===== src/rtl/vga_text_writer.sv =====
// Text-mode writer for the character buffer: turns an ASCII stream into buffer
// writes, tracks the cursor, and performs row and full-screen blanking.
module vga_text_writer #(
    parameter int         COLS  = 80,
    parameter int         ROWS  = 30,
    parameter logic [7:0] BLANK = 8'h20
) (
    input  logic        clk,
    input  logic        rst,
    input  logic [7:0]  char_in,
    input  logic        char_valid,
    output logic        char_ready,
    input  logic        clear_req,
    output logic        wr_en,
    output logic [11:0] wr_addr,
    output logic [7:0]  wr_data,
    output logic [6:0]  cursor_col,
    output logic [4:0]  cursor_row,
    output logic        busy
);

    typedef enum logic [1:0] {
        IDLE    = 2'd0,
        CLR_ROW = 2'd1,
        CLR_ALL = 2'd2
    } state_t;

    localparam logic [6:0]  LAST_COL  = 7'(COLS - 1);
    localparam logic [4:0]  LAST_ROW  = 5'(ROWS - 1);
    localparam logic [11:0] LAST_ADDR = 12'(COLS * ROWS - 1);
    localparam logic [11:0] ROW_STEP  = 12'(COLS);

    state_t      state_reg, state_next;
    logic [11:0] k_reg, k_next;
    logic [6:0]  col_reg, col_next;
    logic [4:0]  row_reg, row_next;
    // row_reg*COLS, maintained incrementally so no multiplier is needed
    logic [11:0] base_reg, base_next;
    logic        wr_en_reg, wr_en_next;
    logic [11:0] wr_addr_reg, wr_addr_next;
    logic [7:0]  wr_data_reg, wr_data_next;

    logic [4:0]  row_inc;
    logic [11:0] base_inc;
    logic [11:0] cursor_addr;

    assign row_inc     = (row_reg == LAST_ROW) ? 5'd0 : row_reg + 5'd1;
    assign base_inc    = (row_reg == LAST_ROW) ? 12'd0 : base_reg + ROW_STEP;
    assign cursor_addr = base_reg + {5'd0, col_reg};

    assign char_ready = (state_reg == IDLE) && !clear_req;
    assign busy       = (state_reg != IDLE);
    assign wr_en      = wr_en_reg;
    assign wr_addr    = wr_addr_reg;
    assign wr_data    = wr_data_reg;
    assign cursor_col = col_reg;
    assign cursor_row = row_reg;

    always_ff @(posedge clk) begin
        if (rst) begin
            state_reg   <= CLR_ALL;
            k_reg       <= 12'd0;
            col_reg     <= 7'd0;
            row_reg     <= 5'd0;
            base_reg    <= 12'd0;
            wr_en_reg   <= 1'b0;
            wr_addr_reg <= 12'd0;
            wr_data_reg <= 8'd0;
        end else begin
            state_reg   <= state_next;
            k_reg       <= k_next;
            col_reg     <= col_next;
            row_reg     <= row_next;
            base_reg    <= base_next;
            wr_en_reg   <= wr_en_next;
            wr_addr_reg <= wr_addr_next;
            wr_data_reg <= wr_data_next;
        end
    end

    always_comb begin
        state_next   = state_reg;
        k_next       = k_reg;
        col_next     = col_reg;
        row_next     = row_reg;
        base_next    = base_reg;
        wr_en_next   = 1'b0;
        wr_addr_next = wr_addr_reg;
        wr_data_next = wr_data_reg;

        case (state_reg)
            IDLE: begin
                if (clear_req) begin
                    state_next = CLR_ALL;
                    k_next     = 12'd0;
                    col_next   = 7'd0;
                    row_next   = 5'd0;
                    base_next  = 12'd0;
                end else if (char_valid) begin
                    if (char_in >= 8'h20 && char_in <= 8'h7E) begin
                        wr_en_next   = 1'b1;
                        wr_addr_next = cursor_addr;
                        wr_data_next = char_in;
                        if (col_reg == LAST_COL) begin
                            col_next   = 7'd0;
                            row_next   = row_inc;
                            base_next  = base_inc;
                            state_next = CLR_ROW;
                            k_next     = 12'd0;
                        end else begin
                            col_next = col_reg + 7'd1;
                        end
                    end else if (char_in == 8'h0A) begin
                        // The first blank of the new row goes out immediately,
                        // so the row clear finishes COLS cycles after the LF.
                        col_next     = 7'd0;
                        row_next     = row_inc;
                        base_next    = base_inc;
                        wr_en_next   = 1'b1;
                        wr_addr_next = base_inc;
                        wr_data_next = BLANK;
                        state_next   = CLR_ROW;
                        k_next       = 12'd1;
                    end else if (char_in == 8'h0D) begin
                        col_next = 7'd0;
                    end else if (char_in == 8'h08) begin
                        if (col_reg != 7'd0) begin
                            col_next     = col_reg - 7'd1;
                            wr_en_next   = 1'b1;
                            wr_addr_next = cursor_addr - 12'd1;
                            wr_data_next = BLANK;
                        end
                    end
                end
            end
            CLR_ROW: begin
                wr_en_next   = 1'b1;
                wr_addr_next = base_reg + k_reg;
                wr_data_next = BLANK;
                k_next       = k_reg + 12'd1;
                if (k_reg == 12'(COLS - 1)) begin
                    state_next = IDLE;
                end
            end
            CLR_ALL: begin
                wr_en_next   = 1'b1;
                wr_addr_next = k_reg;
                wr_data_next = BLANK;
                k_next       = k_reg + 12'd1;
                if (k_reg == LAST_ADDR) begin
                    state_next = IDLE;
                end
            end
            default: begin
                state_next = CLR_ALL;
                k_next     = 12'd0;
            end
        endcase
    end

endmodule


===== config.mk =====
export PLATFORM = sky130hd
export DESIGN_NAME = vga_text_writer
export DESIGN_NICKNAME = d
export VERILOG_FILES = /design/src/rtl/vga_text_writer.sv
export SDC_FILE = /design/constraint.sdc
export NUM_CORES = 1
export LEC_CHECK = 0
export ABC_AREA = 1
export BUFFER_PORTS_ARGS = -buffer_cell sky130_fd_sc_hd__buf_2
export CAP_MARGIN = 20
export CORE_MARGIN = 3
export CORE_UTILIZATION = 37
export DETAILED_ROUTE_END_ITERATION = 8
export HOLD_SLACK_MARGIN = 0.03
export PLACE_DENSITY = 0.56
export SYNTH_ARGS = -nofsm -noshare
export SYNTH_HDL_FRONTEND = slang
export SYNTH_SLANG_ARGS = --single-unit

===== constraint.sdc =====
create_clock -name clk -period 4.69 [get_ports clk]
set_input_delay 0.938 -clock clk [delete_from_list [all_inputs] [get_ports clk]]
set_output_delay 0.938 -clock clk [all_outputs]
set_load 0.05 [all_outputs]

Yosys cells after proc, flatten, opt, wreduce, memory -nomap -nowiden. Cells that the tools add are included.

Add/subtract/negate cells: 8. Multiply operators: 0. Divide/modulo/power cells: 0. Order comparisons: 2. Equality and inequality tests: 20. Shifts and indexed selects: 0. Multiplexer cells: 58. Bitwise logic cells: 0. Reductions and logical operators: 19.

Operators with widths (number): 2-to-1 mux 12 bit (18); 2-to-1 mux 7 bit (8); 2-to-1 mux 8 bit (7); one-hot mux 12 bit (3 select lines) (1); 2-to-1 mux 5 bit (6); equality test 8 x 4 -> 1 bit (second input constant) (3); one-hot mux 12 bit (2 select lines) (1); one-hot mux 8 bit (2 select lines) (1); 2-to-1 mux 2 bit (7); adder 12 x 1 -> 12 bit (second input constant) (1); adder 12 bit (1); adder 12 x 7 -> 12 bit (1); adder 12 x 7 -> 12 bit (second input constant) (1); equality test 12 bit (second input constant) (1); equality test 12 x 7 -> 1 bit (second input constant) (1); AND reduction 6 bit (2); subtractor 12 x 1 -> 12 bit (second input constant) (1); nonzero test 5 bit (2); greater-or-equal comparator 8 x 6 -> 1 bit (second input constant) (1); <= comparator 8 x 7 -> 1 bit (second input constant) (1); inequality test 2 bit (second input constant) (4); inequality test 4 x 1 -> 1 bit (second input constant) (2); AND reduction 4 bit (2); adder 7 x 1 -> 7 bit (second input constant) (1); other kinds (23) (33).

Register bits after elaboration: 59. Latch bits: 0. Bits in writable memories: 0. Bits in read-only memories: 0. Bits of input ports: 12. Output and inout port bits: 35. Logic and storage cells: 115. Memories kept: 0.

Logic depth before layout (Yosys ltp).
Word-level depth: 10. Mapped depth: 20. Depth with buffers taken out: 20.

Least setup slack after synthesis. No wires, ideal clock.

Kind: reg2reg. Start: register state_reg[0]. End: register k_reg[6]. Library setup time: 0.117 ns. Data arrival time: 2.714 ns. Data required time: 4.573 ns. Path slack: 1.859 ns. Stages on the path, launching flop included: 11. Path buffers: 1. Period minus slack after synthesis: 2.831 ns. Cell sequence: dfxtp_1 inv_1 ha_1 inv_1 nor2_1 inv_1 nor2_4 buf_2 nor2_1 o21ai_0 nor2_1.

Word-level cells in the longest chain between the ends: 3. Elaborated cells on any way between the ends: 9. Those cells by class: 5 x eq/ne; 1 x mux; 3 x reduce/logical.

Ends and longest elaborated chain: start, declared (RTL line 33) `state_t state_reg, state_next;`; start signal, assigned (RTL line 70) `state_reg <= state_next;`; equality test 2 bit, or another cell as far along (RTL line 91) `case (state_reg)`; OR reduction 2 bit (no source line), or another cell as far along; one-hot mux 12 bit (2 select lines) / AND reduction 3 bit (equally long branches); end signal, assigned (RTL line 71) `k_reg <= k_next;`; end, declared (RTL line 34) `logic [11:0] k_reg, k_next;`.

Several ways; a longest one is shown, not always the timed one. A chain may end at the register's enable or synchronous reset.

Worst setup path in the final report.
Start: input port char_in[3]. End: register wr_addr_reg[3] (netlist: wr_addr[3]).

Word-level cells in the longest chain between the ends: 6. Elaborated cells on any way between the ends: 15. Those cells by class: 2 x order compare; 6 x eq/ne; 5 x mux; 2 x reduce/logical.

Ends and longest elaborated chain: start, declared (RTL line 10) `input logic [7:0] char_in,`; greater-or-equal comparator 8 x 6 -> 1 bit, or another cell as far along (RTL line 100) `if (char_in >= 8'h20 && char_in <= 8'h7E) begin`; logical AND 1 bit / 2-to-1 mux 12 bit (equally long branches) (RTL line 100, 113); 2-to-1 mux 12 bit (RTL line 100); 2-to-1 mux 12 bit (RTL line 99) `end else if (char_valid) begin`; 2-to-1 mux 12 bit (RTL line 93) `if (clear_req) begin`; one-hot mux 12 bit (3 select lines) (RTL line 91); end signal, assigned (RTL line 76) `wr_addr_reg <= wr_addr_next;`; end, declared (RTL line 40) `logic [11:0] wr_addr_reg, wr_addr_next;`.

Several ways; a longest one is shown, not always the timed one. The select of a mux whose other input is x is not followed.

==> metrics.md <==
| Metric | Value |
|---|---|
| Period utilisation layout | `64.3%` |
| H-tree Lvls | `3` |
| GRT Residual Overflow | `0` |
| N_diodes | `0` |
| Clock Latency Late Sink | `330 ps` |
| Number of warnings issued by yosys | `0` |
| Clock root buffer master | `sky130_fd_sc_hd__clkbuf_16` |
| Slew at the pin closest to its max-slew limit | `686 ps` |
| ANT nets after route | `0` |
| Synthesized area per cell | `6.38 sq um` |
| Unrepaired setup endpoints after global routing | `no` |
| CTS tree | `yes` |
| Setup Fix Bufs, Post-CTS | `0` |
| Fraction of final layout cells sized beyond drive strength 1 | `11.8%` |
| Sequential area share after synthesis | `24.9%` |
| Initial DRC Count | `377` |
| Fraction of synthesized cell area taken by the top area cell type | `24.9%` |
| Total power | `2.62 mW` |
| Clock transition at the registers of the reported paths | `60 ps` |
| Final-report max-slew violation count | `0` |
| Post-DR wirelength/cell | `15.8 microns` |
| Proportion of synthesized flip-flops having asynchronous set or reset | `0%` |
| Worst hold path stage count | `2` |
| Most common cell after layout, fill and taps aside | `sky130_fd_sc_hd__nand2_1` |
| Worst EP arrival | `3210 ps` |
| Slew margin rel. | `54.2%` |
| Min-delay worst type | `reg2reg` |
| Status | `finished, final reports clean` |
| Mapped Nets | `786` |
| Hold-fix buffers, CTS | `0` |
| Worst Setup Start Kind | `primary input` |
| Number of optimization iterations in the first detailed-route pass | `5` |
| Pin count of the biggest net entering global routing | `27` |
| Sink count of the clock tree | `59` |
| # IOs | `47` |
| Worst VDD drop | `0.000411 V` |
| Routed wire length | `15100 microns` |
| Leading post-synthesis cells by cell area | `sky130_fd_sc_hd__dfxtp_1 25%, sky130_fd_sc_hd__nand2_1 13%, sky130_fd_sc_hd__ha_1 7.7%` |
| Cells resized by post-CTS repair | `0` |
| Total number of vias | `5011` |
| Achievable clock frequency | `332 MHz` |
| DRC | `0` |
| Met2 wire length | `6410 microns` |
| Chip Width | `119 microns` |
| Met3 routed WL | `882 microns` |
| Setup Total Neg Slack | `0 ps` |
| Most frequent cells in the layout | `158 x sky130_fd_sc_hd__nand2_1, 90 x sky130_fd_sc_hd__inv_1, 76 x sky130_fd_sc_hd__nor2_1` |
| Total count of hold-check failures in the final report | `0` |
| Number of flops mapped to enable cells by yosys | `0` |
| Die Outline Area | `14200 sq um` |
| Cell count after synthesis | `743` |
| Global-route usage over all layers | `21.1%` |
| Bufs on Longest Clock Path | `2` |
| First-pass GRT wire length | `23900 microns` |
| Power density over the cells | `485 nW/um^2` |
| Core box area | `12300 sq um` |
| Startpoint of the worst hold path | `wr_data[7]$_SDFFE_PP0P_` |
| Area Growth Syn to Fin | `14.0%` |
| Internal reg-to-reg setup slack | `1780 ps` |
| Number of antenna violations at the first check in global routing | `0` |
| Worst setup path category | `in2reg` |
| Number of global-route vias before repair | `4486` |
| Cell type contributing the most total cell area after synthesis | `sky130_fd_sc_hd__dfxtp_1` |
| Worst-case hold path end point | `wr_data[7]$_SDFFE_PP0P_` |
| Clock Skew | `7.41 ps` |
| Largest fanout on the critical path | `26` |
| Average vias per placed instance | `5.25` |
| P_leak | `2.54 nW` |
| Detailed-placement wirelength estimate | `11900 microns` |
| Time the worst path needs with I/O delays and setup | `3020 ps` |
| Primary flip-flop cell chosen by synthesis mapping | `sky130_fd_sc_hd__dfxtp_1` |
| Post-synthesis cell area | `4740 sq um` |
| Number of buffers added by the clock tree synthesis step | `9` |
| Setup violators final | `0` |
| Setup crit end kind | `flop` |
| Number of max-capacitance violations reported | `0` |
| Number of cells on the worst reg-to-reg path | `17` |
| Final weighted congestion in routability-driven placement | `0.921` |
| End of the worst register-to-register path | `wr_addr[10]$_SDFFE_PP0P_` |
| Worst Path Required | `4880 ps` |
| Post-synthesis cell type count | `56` |
| Yosys reg bits | `59` |
| Sum of routed wire segments on met1 | `7570 microns` |
| Standard-cell rows | `40` |
| Final net count | `825` |
| Vertical extent of the die | `119 microns` |
| Number of port buffers | `46` |
| Highest metal layer with signal wires | `met4` |
| Starting utilization of the core area | `38.6%` |
| Reg2Reg Launch Point | `cursor_col[0]$_SDFFE_PP0P_` |
| Critical path startpoint | `char_in[3]` |
[worst max-delay path: stages]
cell	delay, ps
sky130_fd_sc_hd__buf_2	100
sky130_fd_sc_hd__and3_1	180
sky130_fd_sc_hd__nand4_1	90
sky130_fd_sc_hd__o211ai_1	300
sky130_fd_sc_hd__buf_4	320
sky130_fd_sc_hd__nand2_4	90
sky130_fd_sc_hd__inv_2	90
sky130_fd_sc_hd__nand2_1	70
sky130_fd_sc_hd__nand2_1	70
sky130_fd_sc_hd__nand2_1	60
sky130_fd_sc_hd__nand2_2	230
sky130_fd_sc_hd__clkinv_2	340
sky130_fd_sc_hd__o21ai_0	250
sky130_fd_sc_hd__a31oi_1	70
[stage by stage]
stage | instance area, sq um | instances | worst slack [ps] | hold slack [ps] | utilization (%)
floorplan | 4740 | 743 | 1860 | 442 | -
global placement | 5090 | 939 | 1420 | 438 | 41.5
detailed placement | 5090 | 939 | 1340 | 440 | 41.5
CTS | 5400 | 955 | 1680 | 452 | 44.0
global route | 5400 | 955 | 1340 | 497 | 44.0
finish | 5400 | 955 | 1670 | 452 | 44.0
[how the worst max path moves through the flow]
stage                          endpoint  slack, ps  cells past startpoint
2_1_floorplan     k_reg[6]$_SDFFE_PP0P_       1860                     10
4_1_cts         wr_addr[3]$_SDFFE_PP0P_       1680                     14
5_1_grt         wr_data[6]$_SDFFE_PP0P_       1340                     14
6_report        wr_addr[3]$_SDFFE_PP0P_       1670                     14
3_3_place_gp   wr_addr[10]$_SDFFE_PP0P_       1420                     16
3_5_place_dp   wr_addr[11]$_SDFFE_PP0P_       1340                     16
[where the power goes]
part / total (mW) / internal [mW] / switching, mW
Combinational: 1.25 / 0.343 / 0.908
Clock: 0.698 / 0.431 / 0.266
Sequential: 0.669 / 0.585 / 0.0840
[cell families after synthesis]
logic type	synth area share (%)
flops	24.9
fa+ha+maj	8.51
buf+inv	10.2
compound gates	18.8
xor+xnor	4.41
simple gates	33.1
[layout make-up]
| cell class | count | area, sq um |
|---|---|---|
| Multi-Input combinational cell | 564 | 3070 |
| Sequential cell | 59 | 1180 |
| Inverter | 99 | 373 |
| Tap cell | 168 | 210 |
| Clock inverter | 6 | 71.3 |
| Timing Repair Buffer | 49 | 253 |
| Fill cell | 1314 | 6860 |
| Clock buffer | 10 | 239 |
[cell usage after synthesis (2+ instances only)]
master	count
sky130_fd_sc_hd__o22ai_1	10
sky130_fd_sc_hd__fa_1	2
sky130_fd_sc_hd__inv_1	90
sky130_fd_sc_hd__nor4_1	2
sky130_fd_sc_hd__a22oi_1	3
sky130_fd_sc_hd__o21ai_0	46
sky130_fd_sc_hd__nand4_1	9
sky130_fd_sc_hd__clkbuf_2	2
sky130_fd_sc_hd__a211oi_1	3
sky130_fd_sc_hd__nand2_4	4
sky130_fd_sc_hd__o32ai_1	2
sky130_fd_sc_hd__nor3_2	2
sky130_fd_sc_hd__o21ai_1	10
sky130_fd_sc_hd__inv_2	7
sky130_fd_sc_hd__xnor2_1	7
sky130_fd_sc_hd__nand3_1	61
sky130_fd_sc_hd__nor3_1	19
sky130_fd_sc_hd__clkbuf_1	9
sky130_fd_sc_hd__dfxtp_1	59
sky130_fd_sc_hd__nor2_2	3
sky130_fd_sc_hd__buf_2	6
sky130_fd_sc_hd__a21boi_0	2
sky130_fd_sc_hd__nand2_1	158
sky130_fd_sc_hd__buf_6	3
sky130_fd_sc_hd__xor2_1	15
sky130_fd_sc_hd__a21oi_1	70
sky130_fd_sc_hd__nor3b_1	2
sky130_fd_sc_hd__a31oi_1	4
sky130_fd_sc_hd__o211ai_1	3
sky130_fd_sc_hd__nor2_1	76
sky130_fd_sc_hd__ha_1	29
[routing by layer]
metal	track usage [%]	vias up
li1	-	2552
met1	31.3	2288
met2	31.9	154
met3	3.61	17
met4	4.85	0
met5	0	-
(Power assumes the default switching activity.)
